## config.mk

```make
export PLATFORM = sky130hd
export DESIGN_NAME = mult_issue_queue
export DESIGN_NICKNAME = d
export VERILOG_FILES = /design/src/rtl/mult_pkg.sv /design/src/rtl/sync_fifo.sv /design/src/rtl/mult_issue_queue.sv
export SDC_FILE = /design/constraint.sdc
export NUM_CORES = 1
export LEC_CHECK = 0
export CAP_MARGIN = 40
export CORE_ASPECT_RATIO = 1.5
export CORE_MARGIN = 2
export CORE_UTILIZATION = 52
export DETAILED_ROUTE_END_ITERATION = 10
export MAX_ROUTING_LAYER = met4
export PLACE_DENSITY = 0.73
export SLEW_MARGIN = 40
export SYNTH_ARGS = -nofsm -noshare
export SYNTH_HDL_FRONTEND = slang
export SYNTH_SLANG_ARGS = --single-unit
```

## constraint.sdc

```tcl
create_clock -name clk -period 3.9 [get_ports clk]
set_input_delay 0.585 -clock clk [delete_from_list [all_inputs] [get_ports clk]]
set_output_delay 0.585 -clock clk [all_outputs]
set_load 0.005 [all_outputs]
```

## src/rtl/mult_pkg.sv

```systemverilog
// mult_pkg: shared request/response types and defaults for the multiplier issue queue.
package mult_pkg;
  localparam int MULT_LATENCY_DEFAULT = 3;
  localparam int MULT_DATA_LEN = 32;
  localparam int MULT_TAG_LEN = 8;
  typedef struct packed {
    logic [MULT_DATA_LEN-1:0] a;
    logic [MULT_DATA_LEN-1:0] b;
    logic [MULT_TAG_LEN-1:0]  tag;
  } mult_req_t;
  typedef struct packed {
    logic [MULT_DATA_LEN-1:0] result;
    logic [MULT_TAG_LEN-1:0]  tag;
  } mult_rsp_t;
endpackage

```

## src/rtl/sync_fifo.sv

```systemverilog
// sync_fifo: single-clock FIFO with occupancy count; head reads as zero when empty.
module sync_fifo #(
  parameter int WIDTH = 8,
  parameter int DEPTH = 4
) (
  input  logic                     clk,
  input  logic                     reset,
  input  logic                     push,
  input  logic [WIDTH-1:0]         wdata,
  input  logic                     pop,
  output logic [WIDTH-1:0]         rdata,
  output logic [$clog2(DEPTH):0]   count,
  output logic                     full,
  output logic                     empty
);
  localparam int AW = $clog2(DEPTH);
  logic [WIDTH-1:0] mem [DEPTH];
  logic [AW-1:0] wr_ptr, rd_ptr;
  logic do_push, do_pop;
  assign full = count == (AW+1)'(DEPTH);
  assign empty = count == '0;
  assign do_push = push && !full;
  assign do_pop = pop && !empty;
  assign rdata = empty ? '0 : mem[rd_ptr];
  always_ff @(posedge clk) begin
    if (reset) begin
      wr_ptr <= '0;
      rd_ptr <= '0;
      count <= '0;
    end else begin
      if (do_push) wr_ptr <= wr_ptr + 1'b1;
      if (do_pop) rd_ptr <= rd_ptr + 1'b1;
      count <= count + (AW+1)'(do_push) - (AW+1)'(do_pop);
    end
  end
  always_ff @(posedge clk) if (do_push) mem[wr_ptr] <= wdata;
endmodule

```

## src/rtl/mult_issue_queue.sv

```systemverilog
// mult_issue_queue: valid/ready flow control, in-flight tracking and result
// buffering around an external fixed-latency multiplier.
module mult_issue_queue
  import mult_pkg::*;
#(
  parameter int DATA_LEN = MULT_DATA_LEN,
  parameter int TAG_LEN = MULT_TAG_LEN,
  parameter int MULT_LATENCY = MULT_LATENCY_DEFAULT,
  parameter int IN_DEPTH = 4,
  parameter int OUT_DEPTH = 8
) (
  input  logic                clk,
  input  logic                reset,
  input  logic                in_valid,
  output logic                in_ready,
  input  logic [DATA_LEN-1:0] in_a,
  input  logic [DATA_LEN-1:0] in_b,
  input  logic [TAG_LEN-1:0]  in_tag,
  output logic [DATA_LEN-1:0] mul_a,
  output logic [DATA_LEN-1:0] mul_b,
  input  logic [DATA_LEN-1:0] mul_result,
  output logic                out_valid,
  input  logic                out_ready,
  output logic [DATA_LEN-1:0] out_result,
  output logic [TAG_LEN-1:0]  out_tag,
  output logic                busy
);
  localparam int IW = $clog2(MULT_LATENCY + 2);
  localparam int CW = $clog2(OUT_DEPTH + MULT_LATENCY + 2);
  mult_req_t in_req, head;
  mult_rsp_t rsp, out_head;
  logic in_full, in_empty, out_full, out_empty, issue, capture;
  logic [$clog2(IN_DEPTH):0] in_count;
  logic [$clog2(OUT_DEPTH):0] out_count;
  logic [IW-1:0] inflight;
  logic [MULT_LATENCY:0] sr_v;
  logic [TAG_LEN-1:0] sr_tag [MULT_LATENCY+1];
  assign in_req = '{a: in_a, b: in_b, tag: in_tag};
  assign in_ready = !in_full && !reset;
  // every result already buffered or still in the pipe holds an output slot
  assign issue = !in_empty && (CW'(out_count) + CW'(inflight) < CW'(OUT_DEPTH));
  assign capture = sr_v[MULT_LATENCY];
  assign rsp = '{result: mul_result, tag: sr_tag[MULT_LATENCY]};
  assign out_valid = !out_empty;
  assign out_result = out_head.result;
  assign out_tag = out_head.tag;
  assign busy = in_count != '0 || !out_empty || inflight != '0;
  sync_fifo #(.WIDTH($bits(mult_req_t)), .DEPTH(IN_DEPTH)) u_in_fifo (
    .clk(clk), .reset(reset), .push(in_valid && in_ready), .wdata(in_req),
    .pop(issue), .rdata(head), .count(in_count), .full(in_full), .empty(in_empty)
  );
  sync_fifo #(.WIDTH($bits(mult_rsp_t)), .DEPTH(OUT_DEPTH)) u_out_fifo (
    .clk(clk), .reset(reset), .push(capture), .wdata(rsp),
    .pop(out_ready), .rdata(out_head), .count(out_count), .full(out_full), .empty(out_empty)
  );
  always_ff @(posedge clk) begin
    if (reset) begin
      sr_v <= '0;
      inflight <= '0;
      mul_a <= '0;
      mul_b <= '0;
    end else begin
      sr_v <= {sr_v[MULT_LATENCY-1:0], issue};
      inflight <= inflight + IW'(issue) - IW'(capture);
      if (issue) begin
        mul_a <= head.a;
        mul_b <= head.b;
      end
    end
  end
  // tags need no reset: they are only consumed when the matching valid bit is set
  always_ff @(posedge clk) begin
    sr_tag[0] <= head.tag;
    for (int i = 1; i <= MULT_LATENCY; i++) sr_tag[i] <= sr_tag[i-1];
  end
  a_no_overflow: assert property (@(posedge clk) disable iff (reset) !(capture && out_full));
endmodule

```

Word-level counts from Yosys, hierarchy flattened
Memories as Yosys holds them, arrays and structs flattened. A register that Yosys moved wholly into a read port is not among the register bits. Index checks and enable logic that the tools add are counted.

Bits in registers: 88. Bits in writable memories: 640. Input port bits: 108. Output and inout bits: 107. Memories: 3.

Add/subtract/negate cells: 11. Order comparisons: 1. Eq/ne operators: 2. Mux-type cells: 10. Reductions and logical operators: 18.

Memory list: u_out_fifo.mem (words 8, bits a word 40, rd ports 1, clocked after Yosys merged registers in 1, write ports 1, line sync_fifo.sv:17) `logic [WIDTH-1:0] mem [DEPTH];`; u_in_fifo.mem (words 4, bits a word 72, rd ports 1, clocked after Yosys merged registers in 1, write ports 1, line sync_fifo.sv:17); sr_tag (words 4, bits a word 8, rd ports 4, clocked after Yosys merged registers in 0, write ports 4, line mult_issue_queue.sv:37) `logic [TAG_LEN-1:0] sr_tag [MULT_LATENCY+1];`.

Operators by type and width (number): $mux 72 (1); $mux 40 (1); $logic_and 1x1->1 (7); $add 3x1->3 (2); $add 3x1->3 const B (2); $mux 3 (2); $reduce_bool 3->1 (2); $sub 3x1->3 (2); $logic_not 1->1 (5); $add 2x1->2 const B (2); $add 4x1->4 (1); $add 4x3->4 (1); $eq 4x4->1 const B (1); $logic_not 4->1 (1); $lt 4x4->1 const B (1); $mux 1 (4); $mux 2 (2); $sub 4x1->4 (1); $eq 3x3->1 const B (1); $logic_not 3->1 (1); $logic_or 1x1->1 (2).

Longest topological paths before layout
Gate-level depths: netlist (run 1).

Word-level depth: 7. Mapped depth: 14.

Cells and area by module
From an unflattened synthesis (run 1), not the netlist that was laid out.

Cells, all modules: 1403. Area, all modules: 28170.8 um^2.

Modules (own cells, without submodules): sync_fifo at u_out_fifo (instances 1, cells an instance 550, area each 12866.1 um^2, seq. area each 9869.5 um^2); sync_fifo at u_in_fifo (instances 1, cells an instance 507, area each 11443.5 um^2, seq. area each 8828.5 um^2); mult_issue_queue (instances 1, cells an instance 346, area each 3861.2 um^2, seq. area each 2062.0 um^2).

Worst setup path before layout (run 1)
No wires, ideal clock.

Kind: reg2reg. From: register u_out_fifo.count[2]. To: memory u_out_fifo.mem[0][0] (netlist name) (enable). Arrival time: 3.676 ns. Required time: 3.413 ns. Slack: -0.263 ns. Stages on the path, launching flop included: 8. Clock period less this slack: 4.163 ns. Path through: dfxtp_1 inv_1 ha_1 inv_1 o31ai_1 inv_1 nand2b_1 nor3_1.

Cells in the longest elaborated chain, start to end: 5.

RTL lines: from (decl) (line sync_fifo.sv:12) `output logic [$clog2(DEPTH):0] count,`; from (signal assigned) (line sync_fifo.sv:33) `count <= count + (AW+1)'(do_push) - (AW+1)'(do_pop);`; $eq 4x4->1 (line sync_fifo.sv:20) `assign full = count == (AW+1)'(DEPTH);`; $logic_not 1->1 (line sync_fifo.sv:22) `assign do_push = push && !full;`; $logic_and 1x1->1 (line sync_fifo.sv:22); net u_out_fifo.do_push (line sync_fifo.sv:19) `logic do_push, do_pop;`; $mux 1 (line sync_fifo.sv:36) `always_ff @(posedge clk) if (do_push) mem[wr_ptr] <= wdata;`; $mux 1 (implied by the code) (line sync_fifo.sv:36); to (decl) (line sync_fifo.sv:17).

The timed path passes the listed nets, and every way through them passes these cells.

==> results of run 1 <==
cell usage in the layout (no fill, tap or decap), types with 2 or more instances in the layout:
cell type                           n
sky130_fd_sc_hd__dfxtp_4            4
sky130_fd_sc_hd__clkinv_1           8
sky130_fd_sc_hd__o31ai_1            2
sky130_fd_sc_hd__inv_1             21
sky130_fd_sc_hd__buf_4             25
sky130_fd_sc_hd__edfxtp_1         608
sky130_fd_sc_hd__diode_2            2
sky130_fd_sc_hd__ha_1              18
sky130_fd_sc_hd__a21o_1             3
sky130_fd_sc_hd__clkdlybuf4s50_1  213
sky130_fd_sc_hd__o21ai_0           54
sky130_fd_sc_hd__mux4_2           152
sky130_fd_sc_hd__clkbuf_8           2
sky130_fd_sc_hd__o21ai_1           10
sky130_fd_sc_hd__clkbuf_1          18
sky130_fd_sc_hd__a21oi_1           71
sky130_fd_sc_hd__nand2b_1           3
sky130_fd_sc_hd__clkinvlp_4         3
sky130_fd_sc_hd__fa_1               3
sky130_fd_sc_hd__buf_6              2
sky130_fd_sc_hd__xor2_1             3
sky130_fd_sc_hd__xnor2_1            7
sky130_fd_sc_hd__dfxtp_1          120
sky130_fd_sc_hd__nor2_1            53
sky130_fd_sc_hd__inv_6              2
sky130_fd_sc_hd__clkinv_2           8
sky130_fd_sc_hd__bufinv_16          4
sky130_fd_sc_hd__and2_4             4
sky130_fd_sc_hd__buf_12            11
sky130_fd_sc_hd__nor2b_1            9
sky130_fd_sc_hd__nand2_1            8
sky130_fd_sc_hd__nor3_4             2
sky130_fd_sc_hd__clkbuf_16         69
sky130_fd_sc_hd__and2_1             9
sky130_fd_sc_hd__nand3_1           67
sky130_fd_sc_hd__mux2i_1           41
sky130_fd_sc_hd__nor2_4             6
worst max-delay path by stage:
stage | startpoint | endpoint | slack (ps) | cells after the start
final | flop | out_tag[2] | 480 | 5
after global routing | flop | out_tag[2] | 260 | 5
after CTS | flop | out_tag[1] | 380 | 5
after detailed placement | u_out_fifo.count[1] | inflight[2] | 870 | 9
after global placement | u_out_fifo.count[1] | inflight[2] | 860 | 9
after floorplan | in_valid | u_in_fifo.mem[1][0] | 710 | 3
worst max-delay path: cells and delay by family, from the launching register on:
kind | cells | cell delay (ps)
mux | 2 | 720
buf+inv | 2 | 790
simple gates | 1 | 80
flops | 1 | 650
power by group:
| part | switching, mW | total, mW | leakage (nW) | internal, mW |
|---|---|---|---|---|
| combinational | 2.24 | 4.91 | 2.64 | 2.68 |
| clock | 2.69 | 6.25 | 1.01 | 3.56 |
| sequential | 0.564 | 9.80 | 6.53 | 9.24 |
| total | 5.49 | 21.0 | 10.2 | 15.5 |
cell usage after synthesis (2+ instances only):
master	n
sky130_fd_sc_hd__edfxtp_1	608
sky130_fd_sc_hd__mux4_2	152
sky130_fd_sc_hd__dfxtp_1	125
sky130_fd_sc_hd__a21oi_1	71
sky130_fd_sc_hd__nand3_1	67
sky130_fd_sc_hd__clkbuf_1	60
sky130_fd_sc_hd__nor2_1	59
sky130_fd_sc_hd__o21ai_0	54
sky130_fd_sc_hd__mux2i_1	41
sky130_fd_sc_hd__inv_1	21
sky130_fd_sc_hd__buf_2	18
sky130_fd_sc_hd__ha_1	18
sky130_fd_sc_hd__and2_1	13
sky130_fd_sc_hd__o21ai_1	10
sky130_fd_sc_hd__nor2b_1	9
sky130_fd_sc_hd__nand2_1	8
sky130_fd_sc_hd__xnor2_1	7
sky130_fd_sc_hd__a21o_1	3
sky130_fd_sc_hd__fa_1	3
sky130_fd_sc_hd__nand2b_1	3
sky130_fd_sc_hd__nor3_1	3
sky130_fd_sc_hd__xor2_1	3
sky130_fd_sc_hd__buf_1	2
sky130_fd_sc_hd__buf_4	2
sky130_fd_sc_hd__buf_6	2
sky130_fd_sc_hd__o31ai_1	2
per-stage QoR:
stage	setup WS [ps]	cells	power [mW]	hold slack, ps
CTS	382	2336	21.2	327
detailed placement	873	2219	14.9	312
finish	480	2338	21.0	325
floorplan	710	1376	12.7	310
global placement	859	2219	14.8	310
global route	257	2338	21.9	330
final cells by class:
type / count / area (µm²)
diodes: 2 / 5.00
clock inverters: 28 / 255
repair buffers: 251 / 2560
well taps: 676 / 846
flip-flops and latches: 733 / 20800
multi-input cells: 538 / 5890
fillers: 3492 / 19200
clock buffers: 89 / 1820
inverters: 21 / 78.8
flip-flops by register name, summed over array words and instances (netlist names), named ones only:
register / cells
u_out_fifo.wr_ptr: 3
u_in_fifo.count: 3
u_in_fifo.rd_ptr: 2
sr_v: 4
u_in_fifo.mem: 288
mul_b: 32
mul_a: 32
inflight: 3
u_out_fifo.mem: 320
u_out_fifo.rd_ptr: 3
u_out_fifo.count: 4
u_in_fifo.wr_ptr: 2
sr_tag: 32
kinds of logic after synthesis:
kind of cell | Yosys count | synth area share
simple gates | 168 | 0.0304
flops | 733 | 0.769
buf+inv | 105 | 0.0163
xor+xnor | 10 | 0.00324
compound gates | 145 | 0.0283
mux | 194 | 0.142
fa+ha+maj | 21 | 0.0106
layer usage:
metal / vias up / GRT usage / wire [µm]
li1: 5938 / - / -
met4: 0 / 0.0601 / 1190
met2: 406 / 0.371 / 29200
met1: 6966 / 0.246 / 20500
met5: - / - / 0
met3: 92 / 0.0422 / 3380
==> qor.csv, run 1 <==
stage,metric,value,unit
setup_path,worst setup slack for register-to-register paths,1070,ps
setup_path,reg2reg path depth,8,
final_layout,final core occ,0.627,
final_layout,layout cell share with drive strength beyond 1,0.184,
cts,clock latency on the worst-skew pair,580,ps
routing,overall routed net length,54200,µm
routing,1st-pass router iterations,5,
power_and_ir_drop,maximum resistive drop on vdd,549,µV
synthesis,cell area after technology mapping,27000,µm²
global_routing,vias in the first global route,14400,
synthesis,ranking of synthesized cells by area,"sky130_fd_sc_hd__edfxtp_1 (68%), sky130_fd_sc_hd__mux4_2 (13%), sky130_fd_sc_hd__dfxtp_1 (9.3%)",
cts,Clock Root Buffer,sky130_fd_sc_hd__clkbuf_16,
cts,Worst-path clk slew,60,ps
cts,Bufs on Longest Clock Path,3,
sta,setup TNS after final layout,0,ps
setup_path,data required time of the critical path,3310,ps
setup_path,CP Launch Type,flop,
setup_path,largest driver fanout on the critical path,32,
sta,setup repair after global routing missed its margin,false,
floorplan,DIE WIDTH,190,µm
synthesis,fraction of synthesis flops using an asynchronous set or reset pin,0,
floorplan,Core Footprint,51400,µm²
sta,final worst path period share,0.877,
cts,number of buffers added by the clock tree synthesis step,67,
run_status,run status,finished clean,
sta,final worst path period need,3420,ps
synthesis,share of Yosys cell area claimed by the top area cell type,0.676,
cts,Sink Count,733,
synthesis,Post-Synthesis Net Count,1505,
cts,number of setup buffers added after CTS,0,
synthesis,synth warn,0,
sta,final max-slew violation count,0,
synthesis,cell accounting for the most synthesized area,sky130_fd_sc_hd__edfxtp_1,
sta,final setup skew,16.5,ps
placed_design,post-detailed-placement half-perimeter wirelength,31300,µm
placed_design,Routability Congestion,0.734,
floorplan,number of standard-cell rows in the floorplan,102,
floorplan,starting density of the core,0.525,
global_routing,global route total overflow,0,
floorplan,Top Ports,215,
placed_design,PortBufs,214,
floorplan,y dimension of the die,283,µm
sta,number of endpoints with negative hold slack in the final report,0,
cts,post_cts resized,0,
synthesis,Synth Instances,1376,
sta,Slew HR,0.455,
cts,H-tree depth,3,
setup_path,critical path's largest stage delay,650,ps
routing,number of design-rule violations left by the first detailed-router iteration,805,
cts,hold-fix buffers at CTS,0,
power_and_ir_drop,power per standard cell area,650,nW/µm²
routing,"antenna viol nets, final",0,
global_routing,maximum number of pins on one net before global-route repair,70,
sta,highest clock frequency the design can meet,292,MHz
final_layout,post-layout instance area,32200,µm²
worst_hold_path,Min-Delay Startpoint,sr_tag[0][2],
global_routing,total global-route track usage,0.211,
setup_path,cell chain of the critical path,buf_12 > mux4_2 > mux2i_1 > nor2_1 > clkdlybuf4s50_1,
routing,via density per instance,5.73,
synthesis,Cell variety after synth,38,
setup_path,worst endpoint data arrival time,2840,ps
global_routing,wire length of the first global-routing pass,83700,µm
routing,total vias in the final route,13400,
job,number of violations of the max-capacitance limit,0,
synthesis,"Seq/Total Area, Yosys",0.769,
routing,wire length per cell,23.2,µm
synthesis,"EDFF count, synth",608,
worst_hold_path,Hold Crit Depth,0,
sta,Worst Tran Pin Value,818,ps
final_layout,number of nets in the layout,1741,
floorplan,Die ar.,53800,µm²
setup_path,reg-to-reg critical path endpoint,inflight[1],
worst_hold_path,Hold Path Class,flop to flop,
setup_path,Worst Setup Path Type,flop to primary output,
worst_hold_path,capture endpoint of the worst hold path,sr_tag[1][2],
placed_design,DP Area,30100,µm²
synthesis,register bit total from synthesis,733,
sta,final setup violation count,0,
power_and_ir_drop,cell leakage power,10.2,nW
cts,TritonCTS clock tree,yes,
setup_path,Slowest cell on crit path,sky130_fd_sc_hd__dfxtp_4,
routing,Post-route DRC,0,
final_layout,Area Growth Syn to Fin,19.4,%
setup_path,worst flop-to-flop path startpoint,u_out_fifo.count[1],
synthesis,most used flip-flop cell after synthesis,sky130_fd_sc_hd__edfxtp_1,
global_routing,antenna violations before repair,2,
synthesis,post-synthesis average cell area,19.6,µm²
setup_path,endpoint type of the worst setup path,primary output,
(Power assumes the default switching activity.)
==> run 2, diff against run 1 <==
--- a/config.mk
+++ b/config.mk
@@ -11,7 +11,7 @@
 export CORE_UTILIZATION = 52
 export DETAILED_ROUTE_END_ITERATION = 10
 export MAX_ROUTING_LAYER = met4
-export PLACE_DENSITY = 0.73
+export PLACE_DENSITY = 0.75
 export SLEW_MARGIN = 40
 export SYNTH_ARGS = -nofsm -noshare
 export SYNTH_HDL_FRONTEND = slang
==> run 2 against run 1 <==
  * Routed wire length is 0.74% higher
  * Largest power group unchanged
  * Non-clock buffer count is 4 lower
  * Power is 2.1% higher
==> qor.csv, run 2 (synthesized netlist as in run 1, its figures left out) <==
stage,metric,value,unit,change
run_status,run status,finished clean,,
final_layout,Filler Cell Count,3459,,-0.95%
power_and_ir_drop,maximum resistive drop on vdd,433,µV,-21%
setup_path,Worst Setup Path Type,flop to primary output,,
routing,1st-pass router iterations,5,,unchanged
final_layout,Area Growth Syn to Fin,20.2,%,
placed_design,PortBufs,214,,unchanged
cts,TritonCTS clock tree,yes,,
routing,via density per instance,5.76,,+0.44%
floorplan,Core Footprint,51400,µm²,unchanged
sta,setup repair after global routing missed its margin,false,,
setup_path,largest driver fanout on the critical path,30,,-6.3%
floorplan,Top Ports,215,,unchanged
setup_path,CP Launch Type,flop,,
cts,post_cts resized,0,,unchanged
sta,final worst path period need,3450,ps,+32.7 ps
cts,number of setup buffers added after CTS,0,,unchanged
final_layout,Top Registers,"u_out_fifo.mem: 320 flops, u_in_fifo.mem: 288 flops",,
setup_path,critical path's largest stage delay,650,ps,about the same
final_layout,number of flip-flops in the largest register,320,,unchanged
final_layout,register name with the most flops,u_out_fifo.mem,,
setup_path,cell class contributing the biggest share of worst-path delay,buffers and inverters,,
routing,Post-route DRC,0,,unchanged
global_routing,total global-route track usage,0.213,,+0.00188
worst_hold_path,Hold Path Class,flop to flop,,
sta,Slew HR,0.458,,+0.00306
cts,clock latency on the worst-skew pair,610,ps,+30 ps
cts,number of buffers added by the clock tree synthesis step,68,,+1.5%
cts,hold-fix buffers at CTS,0,,unchanged
final_layout,"most common cell after layout, fill and taps aside",sky130_fd_sc_hd__edfxtp_1,,
sta,final max-slew violation count,0,,unchanged
setup_path,cell chain of the critical path,buf_12 > mux4_2 > mux2i_1 > nor2_1 > clkdlybuf4s50_1,,
final_layout,number of nets in the layout,1738,,-0.17%
floorplan,Die ar.,53800,µm²,unchanged
setup_path,worst endpoint data arrival time,2870,ps,+30 ps
floorplan,DIE WIDTH,190,µm,unchanged
sta,final setup violation count,0,,unchanged
setup_path,Slowest cell on crit path,sky130_fd_sc_hd__dfxtp_4,,
cts,Clock Root Buffer,sky130_fd_sc_hd__clkbuf_16,,
setup_path,endpoint type of the worst setup path,primary output,,
routing,wire length per cell,23.3,µm,+0.48%
worst_hold_path,capture endpoint of the worst hold path,sr_tag[3][7],,
global_routing,global route total overflow,0,,unchanged
global_routing,wire length of the first global-routing pass,83800,µm,+0.16%
setup_path,data required time of the critical path,3310,ps,about the same
global_routing,vias in the first global route,14500,,+1.3%
power_and_ir_drop,cell leakage power,10.3,nW,+0.90%
final_layout,final core occ,0.631,,+0.00414
job,number of violations of the max-capacitance limit,0,,unchanged
global_routing,antenna violations before repair,4,,+2
setup_path,reg-to-reg critical path endpoint,u_in_fifo.count[2],,
worst_hold_path,Min-Delay Startpoint,sr_tag[2][7],,
sta,number of endpoints with negative hold slack in the final report,0,,unchanged
routing,"antenna viol nets, final",0,,unchanged
setup_path,worst setup slack for register-to-register paths,1100,ps,+30 ps
sta,highest clock frequency the design can meet,290,MHz,-0.95%
routing,number of design-rule violations left by the first detailed-router iteration,992,,+23%
final_layout,"commonest cells after routing, fill and taps aside","sky130_fd_sc_hd__edfxtp_1 (608), sky130_fd_sc_hd__clkdlybuf4s50_1 (213), sky130_fd_sc_hd__mux4_2 (152)",,
cts,Bufs on Longest Clock Path,3,,unchanged
routing,overall routed net length,54600,µm,+0.74%
sta,Worst Tran Pin Value,813,ps,-4.59 ps
setup_path,worst flop-to-flop path startpoint,u_out_fifo.count[1],,
floorplan,y dimension of the die,283,µm,unchanged
routing,total vias in the final route,13500,,+0.70%
sta,setup TNS after final layout,0,ps,unchanged
placed_design,post-detailed-placement half-perimeter wirelength,30900,µm,-1.0%
setup_path,reg2reg path depth,10,,+2
worst_hold_path,Hold Crit Depth,0,,unchanged
floorplan,number of standard-cell rows in the floorplan,102,,unchanged
cts,Worst-path clk slew,60,ps,about the same
power_and_ir_drop,final total power,21.4,mW,+2.1%
cts,H-tree depth,3,,unchanged
sta,final setup skew,24.6,ps,+8.15 ps
power_and_ir_drop,power per standard cell area,660,nW/µm²,+1.5%
cts,Sink Count,733,,unchanged
setup_path,Critical path buffers and inverters,2,,unchanged
floorplan,starting density of the core,0.525,,unchanged
sta,final worst path period share,0.885,,+0.00837
placed_design,Routability Congestion,0.737,,+0.44%
global_routing,maximum number of pins on one net before global-route repair,92,,+31%
final_layout,layout cell share with drive strength beyond 1,0.189,,+0.00497
[run 2: cell types whose count changed in the layout (fill, tap and decap cells not counted), sizes merged]
cell	delta
clkbuf	+11
buf	-4
clkinv	-2
diode	+2
clkinvlp	-1
[run 2: routing by layer]
| layer | up-vias | global-route usage | routed length (µm) |
|---|---|---|---|
| met5 | - | - | 0 |
| met4 | 0 | 0.0779 | 1470 |
| met3 | 97 | 0.0502 | 4150 |
| met2 | 495 | 0.360 | 28700 |
| met1 | 6945 | 0.249 | 20300 |
| li1 | 5959 | - | - |
[run 2: worst max path at each step]
stage | end | cells after the start | slack [ps]
after CTS | out_tag[6] | 5 | 360
final | out_tag[2] | 5 | 450
after floorplan | u_in_fifo.mem[1][0] | 3 | 710
after global placement | out_tag[5] | 5 | 1030
after detailed placement | out_tag[5] | 5 | 1030
after global routing | out_tag[5] | 5 | 250
[run 2: worst reg2reg max path, cell delays in order (launching register included)]
cell                      delay [ps]
sky130_fd_sc_hd__dfxtp_1         480
sky130_fd_sc_hd__ha_1            280
sky130_fd_sc_hd__and4_1          290
sky130_fd_sc_hd__or4_4           530
sky130_fd_sc_hd__nand2_1         100
sky130_fd_sc_hd__ha_1            120
sky130_fd_sc_hd__inv_1            40
sky130_fd_sc_hd__ha_1            190
sky130_fd_sc_hd__fa_1            410
sky130_fd_sc_hd__xnor2_1         160
sky130_fd_sc_hd__nor2_1           60
[run 2: layout make-up]
cell class              instances  area (µm²)  area share
clock buffers                 100        2020      0.0622
repair buffers                247        2560      0.0790
multi-input cells             538        5890       0.182
diodes                          4        10.0    0.000308
clock inverters                25         265     0.00817
inverters                      21        78.8     0.00243
flip-flops and latches        733       20800       0.640
well taps                     676         846      0.0261
[run 2: through the flow]
stage | instances | hold WS [ps] | cell area, µm² | setup slack [ps]
global placement | 2212 | 311 | 30100 | 1030
global route | 2344 | 328 | 32400 | 248
finish | 2344 | 312 | 32400 | 447
CTS | 2340 | 326 | 32400 | 356
floorplan | 1376 | 310 | 27000 | 710
detailed placement | 2215 | 312 | 30200 | 1030
[run 2: report_power, final]
| part | internal (mW) | switching (mW) |
|---|---|---|
| logic | 2.70 | 2.22 |
| clock network | 3.88 | 2.79 |
| registers | 9.24 | 0.582 |
